===== src/rtl/seg7_pkg.sv =====
// Shared definitions for the seven-segment to BCD frame collector:
// segment pattern constants (bit6=a ... bit0=g, 1 = lit), the code used
// for unrecognised patterns, and the collector state encoding.
package seg7_pkg;

    localparam logic [6:0] SEG_0    = 7'b1111110;
    localparam logic [6:0] SEG_1    = 7'b0110000;
    localparam logic [6:0] SEG_2    = 7'b1101101;
    localparam logic [6:0] SEG_3    = 7'b1111001;
    localparam logic [6:0] SEG_4    = 7'b0110011;
    localparam logic [6:0] SEG_5    = 7'b1011011;
    localparam logic [6:0] SEG_6    = 7'b1011111;
    localparam logic [6:0] SEG_7    = 7'b1110000;
    localparam logic [6:0] SEG_8    = 7'b1111111;
    localparam logic [6:0] SEG_9    = 7'b1110011;
    localparam logic [6:0] SEG_DASH = 7'b0000001;

    localparam logic [3:0] BCD_INVALID = 4'hF;

    typedef enum logic [1:0] {
        IDLE  = 2'd0,
        ACCUM = 2'd1,
        FULL  = 2'd2
    } state_t;

endpackage


===== src/rtl/seg7_bcd_collector_if.sv =====
// Handshake bundle for the collector: segment input stream with
// valid/ready, synchronous clear, and the BCD frame output with valid/ready.
// The slave modport is the collector's view, master is the environment's.
interface seg7_bcd_collector_if #(
    parameter int NDIGITS = 4
);

    logic [6:0]           seg_in;
    logic                 seg_valid;
    logic                 seg_ready;
    logic                 clear;
    logic [4*NDIGITS-1:0] bcd_out;
    logic                 bcd_err;
    logic                 bcd_valid;
    logic                 bcd_ready;

    modport master (
        output seg_in, seg_valid, clear, bcd_ready,
        input  seg_ready, bcd_out, bcd_err, bcd_valid
    );

    modport slave (
        input  seg_in, seg_valid, clear, bcd_ready,
        output seg_ready, bcd_out, bcd_err, bcd_valid
    );

endinterface


===== src/rtl/seg7_pattern_decode.sv =====
// Purely combinational lookup from a seven-segment pattern to its BCD digit.
// Anything outside the ten digit shapes (the dash included) yields the
// invalid code with digit_ok low.
module seg7_pattern_decode
    import seg7_pkg::*;
(
    input  logic [6:0] seg_in,
    output logic [3:0] digit,
    output logic       digit_ok
);

    // Map each recognised shape to its digit; default is the invalid code.
    always_comb begin
        digit    = BCD_INVALID;
        digit_ok = 1'b0;
        case (seg_in)
            SEG_0:    begin digit = 4'd0; digit_ok = 1'b1; end
            SEG_1:    begin digit = 4'd1; digit_ok = 1'b1; end
            SEG_2:    begin digit = 4'd2; digit_ok = 1'b1; end
            SEG_3:    begin digit = 4'd3; digit_ok = 1'b1; end
            SEG_4:    begin digit = 4'd4; digit_ok = 1'b1; end
            SEG_5:    begin digit = 4'd5; digit_ok = 1'b1; end
            SEG_6:    begin digit = 4'd6; digit_ok = 1'b1; end
            SEG_7:    begin digit = 4'd7; digit_ok = 1'b1; end
            SEG_8:    begin digit = 4'd8; digit_ok = 1'b1; end
            SEG_9:    begin digit = 4'd9; digit_ok = 1'b1; end
            SEG_DASH: begin digit = BCD_INVALID; digit_ok = 1'b0; end
            default:  ;
        endcase
    end

endmodule


===== src/rtl/seg7_bcd_collector.sv =====
// Collects NDIGITS seven-segment patterns into one packed BCD frame,
// first digit in the most significant nibble, with a sticky error flag for
// unrecognised shapes. Define SEG7_ERR_COUNT_EN to add the saturating
// err_count port, which counts every accepted unrecognised pattern.
module seg7_bcd_collector
    import seg7_pkg::*;
#(
    parameter int NDIGITS = 4
) (
    input  logic                   clk,
    input  logic                   rst_n,
    seg7_bcd_collector_if.slave    bus
`ifdef SEG7_ERR_COUNT_EN
    ,
    output logic [15:0]            err_count
`endif
);

    localparam int             CW       = $clog2(NDIGITS + 1);
    localparam logic [CW-1:0]  LAST_IDX = CW'(NDIGITS - 1);

    state_t               state;
    logic [CW-1:0]        digit_cnt;
    logic [4*NDIGITS-1:0] frame;
    logic [4*NDIGITS-1:0] frame_shifted;
    logic                 frame_err;
    logic                 ready_q;
    logic                 valid_q;
    logic [3:0]           digit;
    logic                 digit_ok;
    logic                 accept;

    seg7_pattern_decode u_decode (
        .seg_in   (bus.seg_in),
        .digit    (digit),
        .digit_ok (digit_ok)
    );

    // A pattern is taken only while collecting, ready, and not being cleared.
    assign accept = (state == ACCUM) && ready_q && bus.seg_valid && !bus.clear;

    // Next frame contents: shift older digits up one nibble, new digit enters low.
    always_comb begin
        frame_shifted      = frame << 4;
        frame_shifted[3:0] = digit;
    end

    // Collector state machine; ready/valid are registered alongside the state.
    always_ff @(posedge clk or negedge rst_n) begin
        if (!rst_n) begin
            state     <= IDLE;
            digit_cnt <= '0;
            frame     <= '0;
            frame_err <= 1'b0;
            ready_q   <= 1'b0;
            valid_q   <= 1'b0;
        end else if (bus.clear) begin
            state     <= ACCUM;
            digit_cnt <= '0;
            frame     <= '0;
            frame_err <= 1'b0;
            ready_q   <= 1'b1;
            valid_q   <= 1'b0;
        end else begin
            case (state)
                IDLE: begin
                    state   <= ACCUM;
                    ready_q <= 1'b1;
                end
                ACCUM: begin
                    if (accept) begin
                        frame     <= frame_shifted;
                        frame_err <= frame_err | ~digit_ok;
                        digit_cnt <= digit_cnt + 1'b1;
                        if (digit_cnt == LAST_IDX) begin
                            state   <= FULL;
                            ready_q <= 1'b0;
                            valid_q <= 1'b1;
                        end
                    end
                end
                FULL: begin
                    if (valid_q && bus.bcd_ready) begin
                        state     <= ACCUM;
                        digit_cnt <= '0;
                        frame     <= '0;
                        frame_err <= 1'b0;
                        ready_q   <= 1'b1;
                        valid_q   <= 1'b0;
                    end
                end
                default: begin
                    state   <= IDLE;
                    ready_q <= 1'b0;
                    valid_q <= 1'b0;
                end
            endcase
        end
    end

    assign bus.seg_ready = ready_q;
    assign bus.bcd_valid = valid_q;
    assign bus.bcd_out   = frame;
    assign bus.bcd_err   = frame_err;

`ifdef SEG7_ERR_COUNT_EN
    logic [15:0] err_cnt_q;

    // Lifetime count of accepted bad patterns; survives clear, saturates at max.
    always_ff @(posedge clk or negedge rst_n) begin
        if (!rst_n) begin
            err_cnt_q <= '0;
        end else if (accept && !digit_ok && (err_cnt_q != 16'hFFFF)) begin
            err_cnt_q <= err_cnt_q + 16'd1;
        end
    end

    assign err_count = err_cnt_q;
`endif

endmodule


===== src/flat_wrapper.sv =====
// flat-port wrapper written by rule: the top's interface ports become plain ports
module seg7_bcd_collector_flat import seg7_pkg::*;
#(
    parameter int NDIGITS = 4
)
  (clk, rst_n, bus_seg_in, bus_seg_valid, bus_clear, bus_bcd_ready, bus_seg_ready, bus_bcd_out, bus_bcd_err, bus_bcd_valid);
  seg7_bcd_collector_if #(.NDIGITS(NDIGITS)) bus_i ();
  input  logic clk;
  input  logic rst_n;
  input wire logic [$bits(bus_i.seg_in)-1:0] bus_seg_in;
  input wire logic [$bits(bus_i.seg_valid)-1:0] bus_seg_valid;
  input wire logic [$bits(bus_i.clear)-1:0] bus_clear;
  input wire logic [$bits(bus_i.bcd_ready)-1:0] bus_bcd_ready;
  output wire logic [$bits(bus_i.seg_ready)-1:0] bus_seg_ready;
  output wire logic [$bits(bus_i.bcd_out)-1:0] bus_bcd_out;
  output wire logic [$bits(bus_i.bcd_err)-1:0] bus_bcd_err;
  output wire logic [$bits(bus_i.bcd_valid)-1:0] bus_bcd_valid;
  assign bus_i.seg_in = bus_seg_in;
  assign bus_i.seg_valid = bus_seg_valid;
  assign bus_i.clear = bus_clear;
  assign bus_i.bcd_ready = bus_bcd_ready;
  assign bus_seg_ready = bus_i.seg_ready;
  assign bus_bcd_out = bus_i.bcd_out;
  assign bus_bcd_err = bus_i.bcd_err;
  assign bus_bcd_valid = bus_i.bcd_valid;
  seg7_bcd_collector #(.NDIGITS(NDIGITS)) u_core (.clk(clk), .rst_n(rst_n), .bus(bus_i));
endmodule

===== config.mk =====
export PLATFORM = sky130hd
export DESIGN_NAME = seg7_bcd_collector_flat
export DESIGN_NICKNAME = d
export VERILOG_FILES = /design/src/rtl/seg7_pkg.sv /design/src/rtl/seg7_bcd_collector_if.sv /design/src/rtl/seg7_pattern_decode.sv /design/src/rtl/seg7_bcd_collector.sv /design/src/flat_wrapper.sv
export SDC_FILE = /design/constraint.sdc
export NUM_CORES = 1
export LEC_CHECK = 0
export BUFFER_PORTS_ARGS = -buffer_cell sky130_fd_sc_hd__buf_4
export CAP_MARGIN = 25
export CELL_PAD_IN_SITES_DETAIL_PLACEMENT = 1
export CELL_PAD_IN_SITES_GLOBAL_PLACEMENT = 1
export CORE_ASPECT_RATIO = 1.25
export CORE_MARGIN = 5
export CORE_UTILIZATION = 42
export DETAILED_ROUTE_END_ITERATION = 10
export GPL_TIMING_DRIVEN = 0
export PLACE_DENSITY = 0.79
export RECOVER_POWER = 25
export SYNTH_ARGS = -nofsm -noshare
export SYNTH_HDL_FRONTEND = slang
export SYNTH_SLANG_ARGS = --single-unit

===== constraint.sdc =====
create_clock -name clk -period 2.7 [get_ports clk]
set_input_delay 0.54 -clock clk [delete_from_list [all_inputs] [get_ports clk]]
set_output_delay 0.54 -clock clk [all_outputs]
set_load 0.1 [all_outputs]

# ---- After elaboration in Yosys (flattened, before gate mapping)
# Cells that the tools add are included.
# W data, S select, Z words.
dict set report op_classes {
  add_sub_neg 1
  eq_ne 17
  mux 28
  bitwise_logic 2
  n_reduce_logical 11
}
# operator count
set ops {}
lappend ops {{$eq A7 B7 Y1 const B} 8}
lappend ops {{$mux W16} 3}
lappend ops {{$pmux W4 S10} 1}
lappend ops {{$pmux W16 S2} 1}
lappend ops {{$eq A7 B6 Y1 const B} 2}
lappend ops {{$mux W1} 11}
lappend ops {{$reduce_or A10 Y1} 1}
lappend ops {{$mux W3} 3}
lappend ops {{$mux W2} 4}
lappend ops {{$ne A3 B2 Y1 const B} 2}
lappend ops {{$pmux W1 S3} 2}
lappend ops {{$pmux W2 S3} 1}
lappend ops {{$pmux W3 S2} 1}
lappend ops {{$reduce_and A3 Y1} 2}
lappend ops {{$logic_and A1 B1 Y1} 4}
lappend ops {{$reduce_and A4 Y1} 1}
lappend ops {{$add A3 B1 Y3 const B} 1}
lappend ops {{$eq A3 B2 Y1 const B} 1}
lappend ops {{$ne A3 B3 Y1 const B} 1}
lappend ops {{$reduce_bool A3 Y1} 1}
lappend ops {{$eq A2 B1 Y1 const B} 1}
lappend ops {{$eq A2 B2 Y1 const B} 1}
lappend ops {{$logic_not A2 Y1} 1}
lappend ops {{$ne A2 B2 Y1 const B} 1}
lappend ops {{other kinds (4)} 4}
dict set report totals {
  regBits 24
  input_bits 12
}

# ---- Depth between registers and ports, before layout
# Gate-level depths: netlist of run 1.
dict set report depth {
  ltp_word 8
  mapped_depth 7
  depth_no_buf 6
}

# ---- Modules after synthesis
# Synthesis of run 1 repeated with hierarchy kept, for this count alone.
dict set report hier_totals {
  hier_cells 110
  area_unflattened_um2 1202.4
}
# mod instances cells_per_inst area_each_um2 seq_area_each_um2
set modules_own_cells {}
lappend modules_own_cells {seg7_bcd_collector 1 71 964.7 575.6}
lappend modules_own_cells {seg7_pattern_decode 1 39 237.7 0.0}

# ---- Worst setup path before layout of run 1
# Ideal clock, no wire load.
dict set report synth_path {
  kind {register -> register}
  start {reg u_core.ready_q (netlist: u_core.bus.seg_ready)}
  end {reg u_core.frame[2] (netlist: u_core.bus.bcd_out[2])}
  t_arrival_ps 2201
  t_required_ps 2605
  path_slack_ps 403
  stages_incl_launch_ff 8
  path_buffers 2
  cell_sequence {dfrtp_1 -> nor2b_1 -> a31oi_1 -> and2_1 -> clkbuf_1 -> clkbuf_1 -> nand2_1 -> o31ai_1}
}
dict set report synth_via {
  elab_chain_cells 5
}
# item line_no
set synth_rtl {}
lappend synth_rtl {{start, declared} seg7_bcd_collector.sv:27} ;# logic ready_q;
lappend synth_rtl {{start signal, assigned} seg7_bcd_collector.sv:55} ;# ready_q <= 1'b0;
lappend synth_rtl {{start signal, assigned} seg7_bcd_collector.sv:62} ;# ready_q <= 1'b1;
lappend synth_rtl {{start signal, assigned} seg7_bcd_collector.sv:68} ;# ready_q <= 1'b1;
lappend synth_rtl {{$logic_and A1 B1 Y1 (3 in a row)} seg7_bcd_collector.sv:40} ;# assign accept = (state == ACCUM) && ready_q && bus.seg_valid && !bus.clear;
lappend synth_rtl {{$ne A3 B2 Y1 (no source line)} --}
lappend synth_rtl {{$reduce_and A3 Y1 (no source line)} --}
lappend synth_rtl {{end signal, assigned} seg7_bcd_collector.sv:72} ;# frame <= frame_shifted;
lappend synth_rtl {{end, declared} seg7_bcd_collector.sv:24} ;# logic [4*NDIGITS-1:0] frame;
# No other way between the ends.
# A chain may end at the register's enable or synchronous reset.

# ---- Final worst setup path of run 1
dict set report layout_path {
  start {reg u_core.state[1]}
  end {reg u_core.frame[2] (netlist: u_core.bus.bcd_out[2])}
}
dict set report layout_via {
  elab_chain_cells 6
  elab_cells_between_ends 11
  cone_classes {4 x eq/ne; 2 x mux; 5 x reduce/logical}
}
# item line_no
set layout_rtl {}
lappend layout_rtl {{start, declared} seg7_bcd_collector.sv:22} ;# state_t state;
lappend layout_rtl {{start signal, assigned} seg7_bcd_collector.sv:51} ;# state <= IDLE;
lappend layout_rtl {{start signal, assigned} seg7_bcd_collector.sv:58} ;# state <= ACCUM;
lappend layout_rtl {{start signal, assigned} seg7_bcd_collector.sv:67} ;# state <= ACCUM;
lappend layout_rtl {{$eq A2 B1 Y1} {seg7_bcd_collector.sv:40, seg7_bcd_collector.sv:65}}
lappend layout_rtl {{$logic_and A1 B1 Y1 (3 in a row)} seg7_bcd_collector.sv:40}
lappend layout_rtl {{$ne A3 B2 Y1 (no source line)} --}
lappend layout_rtl {{$reduce_and A3 Y1 (no source line)} --}
# Several ways; a longest one is shown, not always the timed one.

==> out/qor.yml, run 1 <==
synth_most_common_cell: "dfrtp_1"
leakagePower_nw: 0.6626
swShare: 0.3648
p_comb_frac: 0.275
setup_tns_ns: 0
grt_overflow: 0
grt_pass1_wl_mm: 4.512
clk_latency_ns: 0.31
tightestPinTransition_ns: 1.222
power_switching_mw: 0.2684
yosysSeqAreaShare: 0.4925
gp_congestion: 0.8158
drt_pass1_iterations: 4
status: "completed"
irDropWorstVdd_uv: 213.3
ys_types: 39
drv_cap: 0
path_cells: "nor2b_1 -> a31oi_1 -> and2_1 -> clkbuf_1 -> clkbuf_1 -> nand2_1 -> o31ai_1"
async_reset_ff_frac: 1.000
finalHoldViolations: 0
core_sq_mm: 0.002680
rsz0062_at_grt: "false"
hp-class: "in -> reg"
slowest_stage: "dfrtp_1"
diodes: 0
setup_violations: 0
num_rows: 21
cp_max_fo: 10
fmax_mhz: 471.8
clockRootBuffer: "clkbuf_4"
pin_count: 31
crit_required_ns: 2.93
critical_path_buf_inv_count: 2
ctsHtreeMaxLevel: 1
nFillCells: 321
synthTopCellsByCount: "23 x dfrtp_1, 14 x a22o_1, 8 x nand2_1, 6 x nor2_1, 5 x nor3_1"
area_growth_pct: 21.73
whs_ns: 0.4044
fin_crit_sh: 0.7850
syn_nets: 120
setup_ws_ns: 0.5804
dp_hpwl_mm: 2.106
synth_edf_count: 0
pre_cts_slack_ns: 0.4471
netlist_instances: 106
clock_path_buffers: 2
relSlewSlack: 0.1851
portBuffers: 25
slew_viol_final: 0
grt_pass1_vias: 964
grt_max_degree: 24
dr_total_vias: 939
p_seq_frac: 0.507
power_density_mw_per_mm2: 517.2
cpPeakStageDelay_ns: 0.48
die_x_microns: 57.18
min_period_ns: 2.120
routed_wl_mm: 2.765
ant_nets: 0
synth_warnings: 0
dieArea_sq_mm: 0.003944
cpLargestDelayFamily: "buffers and inverters"
cts_setup_buffers: 0
hold_buffers: 0
path_clk_slew_ns: 0.13
p_int_mw: 0.4674
clock_skew_ns: 0.007503
crit_top_cell: "clkbuf_1"
antenna_found_initial: 0
cts_repair_resize_count: 0
drt-initial-drc-count: 22
synth_top_area_share: 0.4925
numCtsBuffers: 3
startpoint_type: "flip-flop"
ys_ff_latch: 23
synth_area_sq_mm: 0.001169
crit_path_end_kind: "flip-flop"
synth_area_per_cell_sq_um: 11.02
worst-endpoint-arrival_ns: 2.35
grt_usage: 0.1475
drcViolationCount: 0
vias_per_cell: 5.556
final_nets: 150
synth_area_leaders: "dfrtp_1 49%, a22o_1 10%, nand2_1 2.6%"
start_util: 0.4360
die_h_microns: 68.98
synth_flop_cell: "dfrtp_1"
avgRoutedWirePerCell_microns: 16.36
yosysTopAreaCell: "dfrtp_1"
clkPwrFrac: 0.218
cts_tree: "yes"
drive_above_1_share: 0.2741
cts_sinks: 23
path_class: "reg -> reg"
flip-flops by register name, summed over array words and instances, names as in the netlist:
register and count:
u_core.bus.seg_ready 1, u_core.bus.bcd_out 16, u_core.state 1, u_core.bus.bcd_err 1, u_core.digit_cnt 3, u_core.bus.bcd_valid 1
power groups by stage:
stage	Sequential (mW)	Combinational (mW)	Clock, mW
after floorplan	0.472	0.0560	0
after detailed placement	0.380	0.204	0
after CTS	0.373	0.205	0.165
after global routing	0.375	0.214	0.184
final	0.373	0.202	0.161
after global placement	0.379	0.200	0
routing by layer:
metal	global-route usage	share of wire
met5	0	0
met4	0.04348	0.0072
met3	0.03352	0.046
met2	0.2771	0.54
met1	0.1667	0.41
cell type report:
cell class                      count  area [sq um]  share of cell area
Buffer                              9         63.81             0.04486
Clock buffer                        3         22.52             0.01583
Multi-Input combinational cell     72         521.8              0.3668
Timing Repair Buffer               25         183.9              0.1293
Inverter                            2         7.507            0.005277
Sequential cell                    23         575.6              0.4046
Clock inverter                      1         5.005            0.003518
Tap cell                           34         42.54             0.02990
stage by stage:
| step | cell area (sq um) | power [mW] | instances | util |
|---|---|---|---|---|
| after global routing | 1423 | 0.7729 | 169 | 0.5308 |
| after floorplan | 1169 | 0.5280 | 106 | - |
| after global placement | 1399 | 0.5794 | 165 | 0.5219 |
| final | 1423 | 0.7357 | 169 | 0.5308 |
| after CTS | 1426 | 0.7431 | 169 | 0.5322 |
| after detailed placement | 1399 | 0.5842 | 165 | 0.5219 |
kinds of logic (layout without fill, tap and decap cells):
logic type / count (synthesis) / in the layout / share of synthesized area
buffers and inverters: 11 / 40 / 0.06102
adder cells (fa/ha/maj): 2 / 2 / 0.02141
flip-flops: 23 / 23 / 0.4925
AND/OR/NAND/NOR: 36 / 36 / 0.1820
XOR/XNOR: 3 / 3 / 0.02249
AO/OA/AOI/OAI: 31 / 31 / 0.2206
worst paths after layout:
kind / from / end / slack (ns) / cells past startpoint
setup / recovery: u_core.state[1] / u_core.bus.bcd_out[2] / 0.58 / 7
hold / removal: bus_clear / u_core.state[1] / 0.40 / 2
setup reg to reg: u_core.state[1] / u_core.bus.bcd_out[2] / 0.58 / 7
hold reg to reg: u_core.digit_cnt[0] / u_core.digit_cnt[0] / 0.50 / 1
max in group asynchronous: rst_n / u_core.digit_cnt[0] / 1.53 / 1
min in group asynchronous: rst_n / u_core.bus.bcd_out[11] / 0.45 / 1
placed cells by master, fill, tap and decap left out, types with 5 or more instances in the layout:
cell,instances
clkbuf_1,5
nand2_1,8
dfrtp_1,23
buf_4,25
nor3_1,5
nor2_1,6
a22o_1,14
Power figures use the tool's default switching activity.
==> inputs of run 2 (changes only) <==
Settings changed: CORE_UTILIZATION 42 to 39, PLACE_DENSITY 0.79 to 0.74.
Clock period 2.7 ns to 2 ns, I/O delays scaled along.
==> run 2 against run 1 <==
  * Worst hold slack got worse by 0.14 ns
  * Utilization fell by 3.9 points
  * Clock power is 35% higher
  * Worst setup slack worse by 0.36 ns
  * Register-to-register slack worse by 0.36 ns
  * Global-route usage down 0.33 points
  * Sequential share of layout area is 0.21 points lower
  * Wire length fell by 4.3%
  * Combinational power grew 35%
  * Largest power group unchanged
  * Highest routed layer unchanged
==> out/qor.yml, run 2 (same netlist as run 1, synthesis figures left out) <==
fin_util: 0.4923  # was 0.5308
cp_max_fo: 10  # unchanged
critPathLaunch: "u_core.state[1]"  # unchanged
multiInputGateArea_sq_um: 521.8  # unchanged
clk_latency_ns: 0.31  # about the same
ant_nets: 0  # unchanged
setup_ws_ns: 0.2179  # was 0.5804 ns
drt_pass1_iterations: 4  # unchanged
grt_max_degree: 24  # unchanged
crit_path_end_kind: "flip-flop"  # unchanged
numCtsBuffers: 3  # unchanged
regArea_sq_um: 578.1  # was 575.6 sq um
drcViolationCount: 0  # unchanged
drive_above_1_share: 0.3037  # was 0.2741
finalHoldViolations: 0  # unchanged
portBuffers: 25  # unchanged
final_area_sq_mm: 0.001436  # was 0.001423 sq mm
relSlewSlack: 0.2016  # was 0.1851
leakagePower_nw: 0.6701  # was 0.6626 nW
hold_path_depth: 2  # unchanged
rsz0062_at_grt: "false"  # unchanged
slowest_stage: "dfrtp_1"  # unchanged
area_growth_pct: 22.91  # was 21.73%
dr_total_vias: 934  # was 939
irDropWorstVdd_uv: 328.3  # was 213.3 uV
start_util: 0.4005  # was 0.4360
final_nets: 150  # unchanged
power_density_mw_per_mm2: 692.4  # was 517.2 mW/mm^2
ctsHtreeMaxLevel: 1  # unchanged
hold_start: "bus_clear"  # unchanged
nFillCells: 351  # was 321
crit_required_ns: 2.26  # was 2.93 ns
diodes: 0  # unchanged
ff2ff_path_depth: 5  # was 7
hold_end: "u_core.state[1]"  # unchanged
regToRegStartpoint: "u_core.state[1]"  # unchanged
dp_hpwl_mm: 2.063  # was 2.106 mm
status: "completed"  # unchanged
core_sq_mm: 0.002918  # was 0.002680 sq mm
ff2ff_setup_slack_ns: 0.22  # was 0.58 ns
path_cells: "nor2b_1 -> a31oi_1 -> and2_1 -> clkbuf_2 -> a22o_1"  # was nor2b_1 -> a31oi_1 -> and2_1 -> clkbuf_1 -> clkbuf_1 -> nand2_1 -> o31ai_1
dieArea_sq_mm: 0.004198  # was 0.003944 sq mm
fin_crit_sh: 0.8910  # was 0.7850
tightestPinTransition_ns: 1.198  # was 1.222 ns
grt_pass1_wl_mm: 4.761  # was 4.512 mm
cpPeakStageDelay_ns: 0.45  # was 0.48 ns
critical_path_buf_inv_count: 1  # was 2
final_common_cell: "buf_4"  # unchanged
pin_count: 31  # unchanged
final_cell_mix: "25 x buf_4, 21 x dfrtp_1, 14 x a22o_1, 8 x nand2_1, 6 x nor2_1"  # was 25 x buf_4, 23 x dfrtp_1, 14 x a22o_1, 8 x nand2_1, 6 x nor2_1
clockRootBuffer: "clkbuf_4"  # unchanged
pre_cts_slack_ns: -0.1020  # was 0.4471 ns
grt_pass1_vias: 1024  # was 964
die_x_microns: 58.96  # was 57.18 microns
clock_path_buffers: 2  # unchanged
avgRoutedWirePerCell_microns: 15.47  # was 16.36 microns
routed_wl_mm: 2.645  # was 2.765 mm
die_h_microns: 71.20  # was 68.98 microns
setup_tns_ns: 0  # unchanged
antenna_found_initial: 0  # unchanged
grt_usage: 0.1441  # was 0.1475
fmax_mhz: 561.2  # was 471.8 MHz
setup_violations: 0  # unchanged
drt-initial-drc-count: 18  # was 22
slew_viol_final: 0  # unchanged
num_rows: 22  # was 21
largest_reg_flops: 16  # unchanged
cpLargestDelayFamily: "simple AND/OR/NAND/NOR gates"  # was buffers and inverters
startpoint_type: "flip-flop"  # unchanged
worst-endpoint-arrival_ns: 2.04  # was 2.35 ns
path_class: "reg -> reg"  # unchanged
dpl_cell_area_sq_mm: 0.001404  # was 0.001399 sq mm
gp_congestion: 0.7803  # was 0.8158
path_clk_slew_ns: 0.13  # about the same
cts_tree: "yes"  # unchanged
hp-class: "in -> reg"  # unchanged
grt_overflow: 0  # unchanged
cts_sinks: 23  # unchanged
drv_cap: 0  # unchanged
reg2reg_to: "u_core.bus.bcd_out[6]"  # was u_core.bus.bcd_out[2]
min_period_ns: 1.782  # was 2.120 ns
clock_skew_ns: 0.002984  # was 0.007503 ns
power_mw: 0.9945  # was 0.7357 mW
vias_per_cell: 5.462  # was 5.556
-- run 2: routing by layer --
layer  GRT usage  wire length (microns)  up-vias
li1            -                      -      452
met1      0.1776                   1056      452
met2      0.2383                   1394       26
met3     0.02555                    148        4
met4     0.06801                     46        0
met5           0                      0        -
-- run 2: how the worst max path moves through the flow --
stage | slack (ns) | to | cells after the start
floorplan | 0.003 | u_core.bus.bcd_out[0] | 6
global placement | -0.07 | u_core.bus.bcd_out[6] | 6
detailed placement | -0.10 | u_core.bus.bcd_out[0] | 6
CTS | 0.04 | u_core.bus.bcd_out[0] | 6
global route | 0.05 | u_core.bus.bcd_valid | 2
finish | 0.22 | u_core.bus.bcd_out[6] | 5
-- run 2: layout make-up --
cell class	count	share of cell area
clock buffer	3	0.01568
clock inverter	1	0.003484
multi-input combinational	72	0.3632
timing repair buffer	26	0.1350
buffer	8	0.04355
sequential	23	0.4024
tap	36	0.03136
inverter	2	0.005226
-- run 2: repair_timing --
| action | in CTS | in global routing |
|---|---|---|
| endpoints found under the hold margin | 23 | 0 |
| setup buffers | 0 | 0 |
| hold buffers | 1 | 0 |
| endpoints found under the setup margin | 10 | 13 |
| resized for setup | 1 | 2 |
-- run 2: report_power, final --
group          switching [mW]  internal (mW)  total (mW)
clock network           0.143         0.0747       0.217
logic                   0.201         0.0716       0.273
registers              0.0183          0.486       0.505
total                   0.362          0.633       0.995
-- run 2: per-stage QoR --
| stage | std cells | hold slack [ns] |
|---|---|---|
| CTS | 172 | 0.2488 |
| floorplan | 106 | 0.1044 |
| detailed placement | 167 | 0.3076 |
| global placement | 167 | 0.3061 |
| global route | 171 | 0.2435 |
| finish | 171 | 0.2605 |
==> inputs of run 3 (changes only) <==
--- a/constraint.sdc
+++ b/constraint.sdc
@@ -3,2 +3,2 @@
 set_output_delay 0.4 -clock clk [all_outputs]
-set_load 0.1 [all_outputs]
+set_load 0.05 [all_outputs]
==> run 3 against run 2 <==
  * Largest power group unchanged
  * Fmax up 1.7%
  * Non-clock buffer count stayed put
  * Count of clock-buffer cells in the layout unchanged
  * Worst setup slack improved by 0.030 ns
  * Cell count did not move
  * Wire length is 2.1% higher
  * First-iteration DRC count shrank 17%
  * Sequential share of layout area is 0.087 points lower
  * Highest routed layer unchanged
  * Via count unchanged
  * Design area unchanged
  * Utilization unchanged
  * Total power fell by 7.5%
  * Critical path type is now in -> reg
==> out/qor.yml, run 3 (same netlist as run 1, synthesis figures left out) <==
final_area_sq_mm: 0.001436  # unchanged
grt_overflow: 0  # unchanged
die_h_microns: 71.20  # unchanged
fin_crit_sh: 0.8762  # was 0.8910
tightestPinTransition_ns: 1.189  # was 1.198 ns
cts_setup_buffers: 0  # unchanged
num_rows: 22  # unchanged
slew_viol_final: 0  # unchanged
pre_cts_slack_ns: -0.1099  # was -0.1020 ns
grt_usage: 0.1456  # was 0.1441
cts_tree: "yes"  # unchanged
largest_reg_flops: 16  # unchanged
path_class: "in -> reg"  # was reg -> reg
drt_pass1_iterations: 4  # unchanged
dpl_cell_area_sq_mm: 0.001401  # was 0.001404 sq mm
leakagePower_nw: 0.6724  # was 0.6701 nW
start_util: 0.4005  # unchanged
crit_required_ns: 2.20  # was 2.26 ns
gr-usage-met2: 0.2543  # was 0.2383
status: "completed"  # unchanged
final_nets: 150  # unchanged
critPathLaunch: "bus_seg_in[1]"  # was u_core.state[1]
finalHoldViolations: 0  # unchanged
dp_hpwl_mm: 2.133  # was 2.063 mm
fmax_mhz: 570.6  # was 561.2 MHz
rsz0062_at_grt: "false"  # unchanged
area_growth_pct: 22.91  # unchanged
worst-endpoint-arrival_ns: 1.95  # was 2.04 ns
final_common_cell: "buf_4"  # unchanged
ctsHtreeMaxLevel: 1  # unchanged
clock_skew_ns: 0.006167  # was 0.002984 ns
nFillCells: 355  # was 351
startpoint_type: "primary input"  # was flip-flop
grt_pass1_wl_mm: 4.795  # was 4.761 mm
portBuffers: 25  # unchanged
cp_max_fo: 9  # was 10
diodes: 0  # unchanged
setup_ws_ns: 0.2476  # was 0.2179 ns
pin_count: 31  # unchanged
fin_util: 0.4923  # unchanged
hold_start: "bus_clear"  # unchanged
grtUsageMet1: 0.1710  # was 0.1776
routed_wl_mm: 2.700  # was 2.645 mm
grt_max_degree: 24  # unchanged
gp_congestion: 0.7796  # was 0.7803
drive_above_1_share: 0.3037  # unchanged
core_sq_mm: 0.002918  # unchanged
relSlewSlack: 0.2072  # was 0.2016
dieArea_sq_mm: 0.004198  # unchanged
clock_path_buffers: 2  # unchanged
drv_cap: 0  # unchanged
vias_per_cell: 5.462  # unchanged
dr_total_vias: 934  # unchanged
antenna_found_initial: 0  # unchanged
setup_violations: 0  # unchanged
die_x_microns: 58.96  # unchanged
min_period_ns: 1.752  # was 1.782 ns
irDropWorstVdd_uv: 285.7  # was 328.3 uV
hp-class: "in -> reg"  # unchanged
numCtsBuffers: 3  # unchanged
power_density_mw_per_mm2: 640.8  # was 692.4 mW/mm^2
regToRegStartpoint: "u_core.state[1]"  # unchanged
path_clk_slew_ns: 0.13  # about the same
top_usage_layer: "met2"  # unchanged
avgRoutedWirePerCell_microns: 15.79  # was 15.47 microns
clk_latency_ns: 0.31  # about the same
drt-initial-drc-count: 15  # was 18
final_cell_mix: "25 x buf_4, 22 x dfrtp_1, 14 x a22o_1, 8 x nand2_1, 6 x nor2_1"  # was 25 x buf_4, 21 x dfrtp_1, 14 x a22o_1, 8 x nand2_1, 6 x nor2_1
crit_path_end_kind: "flip-flop"  # unchanged
ant_nets: 0  # unchanged
cts_sinks: 23  # unchanged
clockRootBuffer: "clkbuf_4"  # unchanged
grt_util_met3: 0.02007  # was 0.02555
drcViolationCount: 0  # unchanged
grt_pass1_vias: 1062  # was 1,024
run 3: path summary, 6_finish.rpt:
path                                           to  slack [ns]  depth (start not counted)
setup / recovery            u_core.bus.bcd_out[0]        0.25                          6
hold reg to reg                u_core.bus.bcd_err        0.49                          1
hold / removal                    u_core.state[1]        0.28                          2
max in group asynchronous    u_core.bus.seg_ready        0.37                          2
min in group asynchronous  u_core.bus.bcd_out[13]        0.84                          2
setup reg to reg            u_core.bus.bcd_out[0]        0.26                          5
run 3: final cells by class:
| type | count | area (sq um) | area share |
|---|---|---|---|
| Sequential cell | 23 | 576.8 | 0.4016 |
| Multi-Input combinational cell | 72 | 523.0 | 0.3641 |
| Timing Repair Buffer | 26 | 193.9 | 0.1350 |
| Buffer | 8 | 62.56 | 0.04355 |
| Tap cell | 36 | 45.04 | 0.03136 |
| Clock buffer | 3 | 22.52 | 0.01568 |
| Inverter | 2 | 7.507 | 0.005226 |
| Clock inverter | 1 | 5.005 | 0.003484 |
run 3: critical path, cell delays in order:
cell and delay, ns:
buf_4 0.15, or3_4 0.38, a2111oi_4 0.39, nor2_2 0.09
nor4b_4 0.15, or3_1 0.40
run 3: what timing repair did:
item / 4_1_cts / 5_1_grt
endpoints found under the setup margin: 10 / 13
hold endpoints to repair: 23 / 0
hold buffers: 1 / 0
resized for setup: 1 / 4
run 3: report_power, final:
part	leakage [nW]	switching [mW]	total (mW)	internal [mW]
registers	0.305	0.0182	0.504	0.486
logic	0.349	0.133	0.205	0.0721
clock network	0.0177	0.136	0.211	0.0746
total	0.672	0.288	0.920	0.633
run 3: per-stage QoR:
step                hold slack, ns  setup TNS, ns  power [mW]  cells
floorplan                   0.1044              0      0.6465    106
global placement            0.3063        -0.6595      0.7152    167
detailed placement          0.3073        -0.7712      0.7211    167
CTS                         0.2585              0      0.9364    172
global route                0.2572              0      0.9696    171
finish                      0.2766              0      0.9204    171
run 3: per-layer routing:
metal	share of wire	wire length (microns)	vias to the layer above
met5	0	0	-
met4	0.013	34	0
met3	0.045	121	2
met2	0.53	1430	20
met1	0.41	1114	464
li1	-	-	448
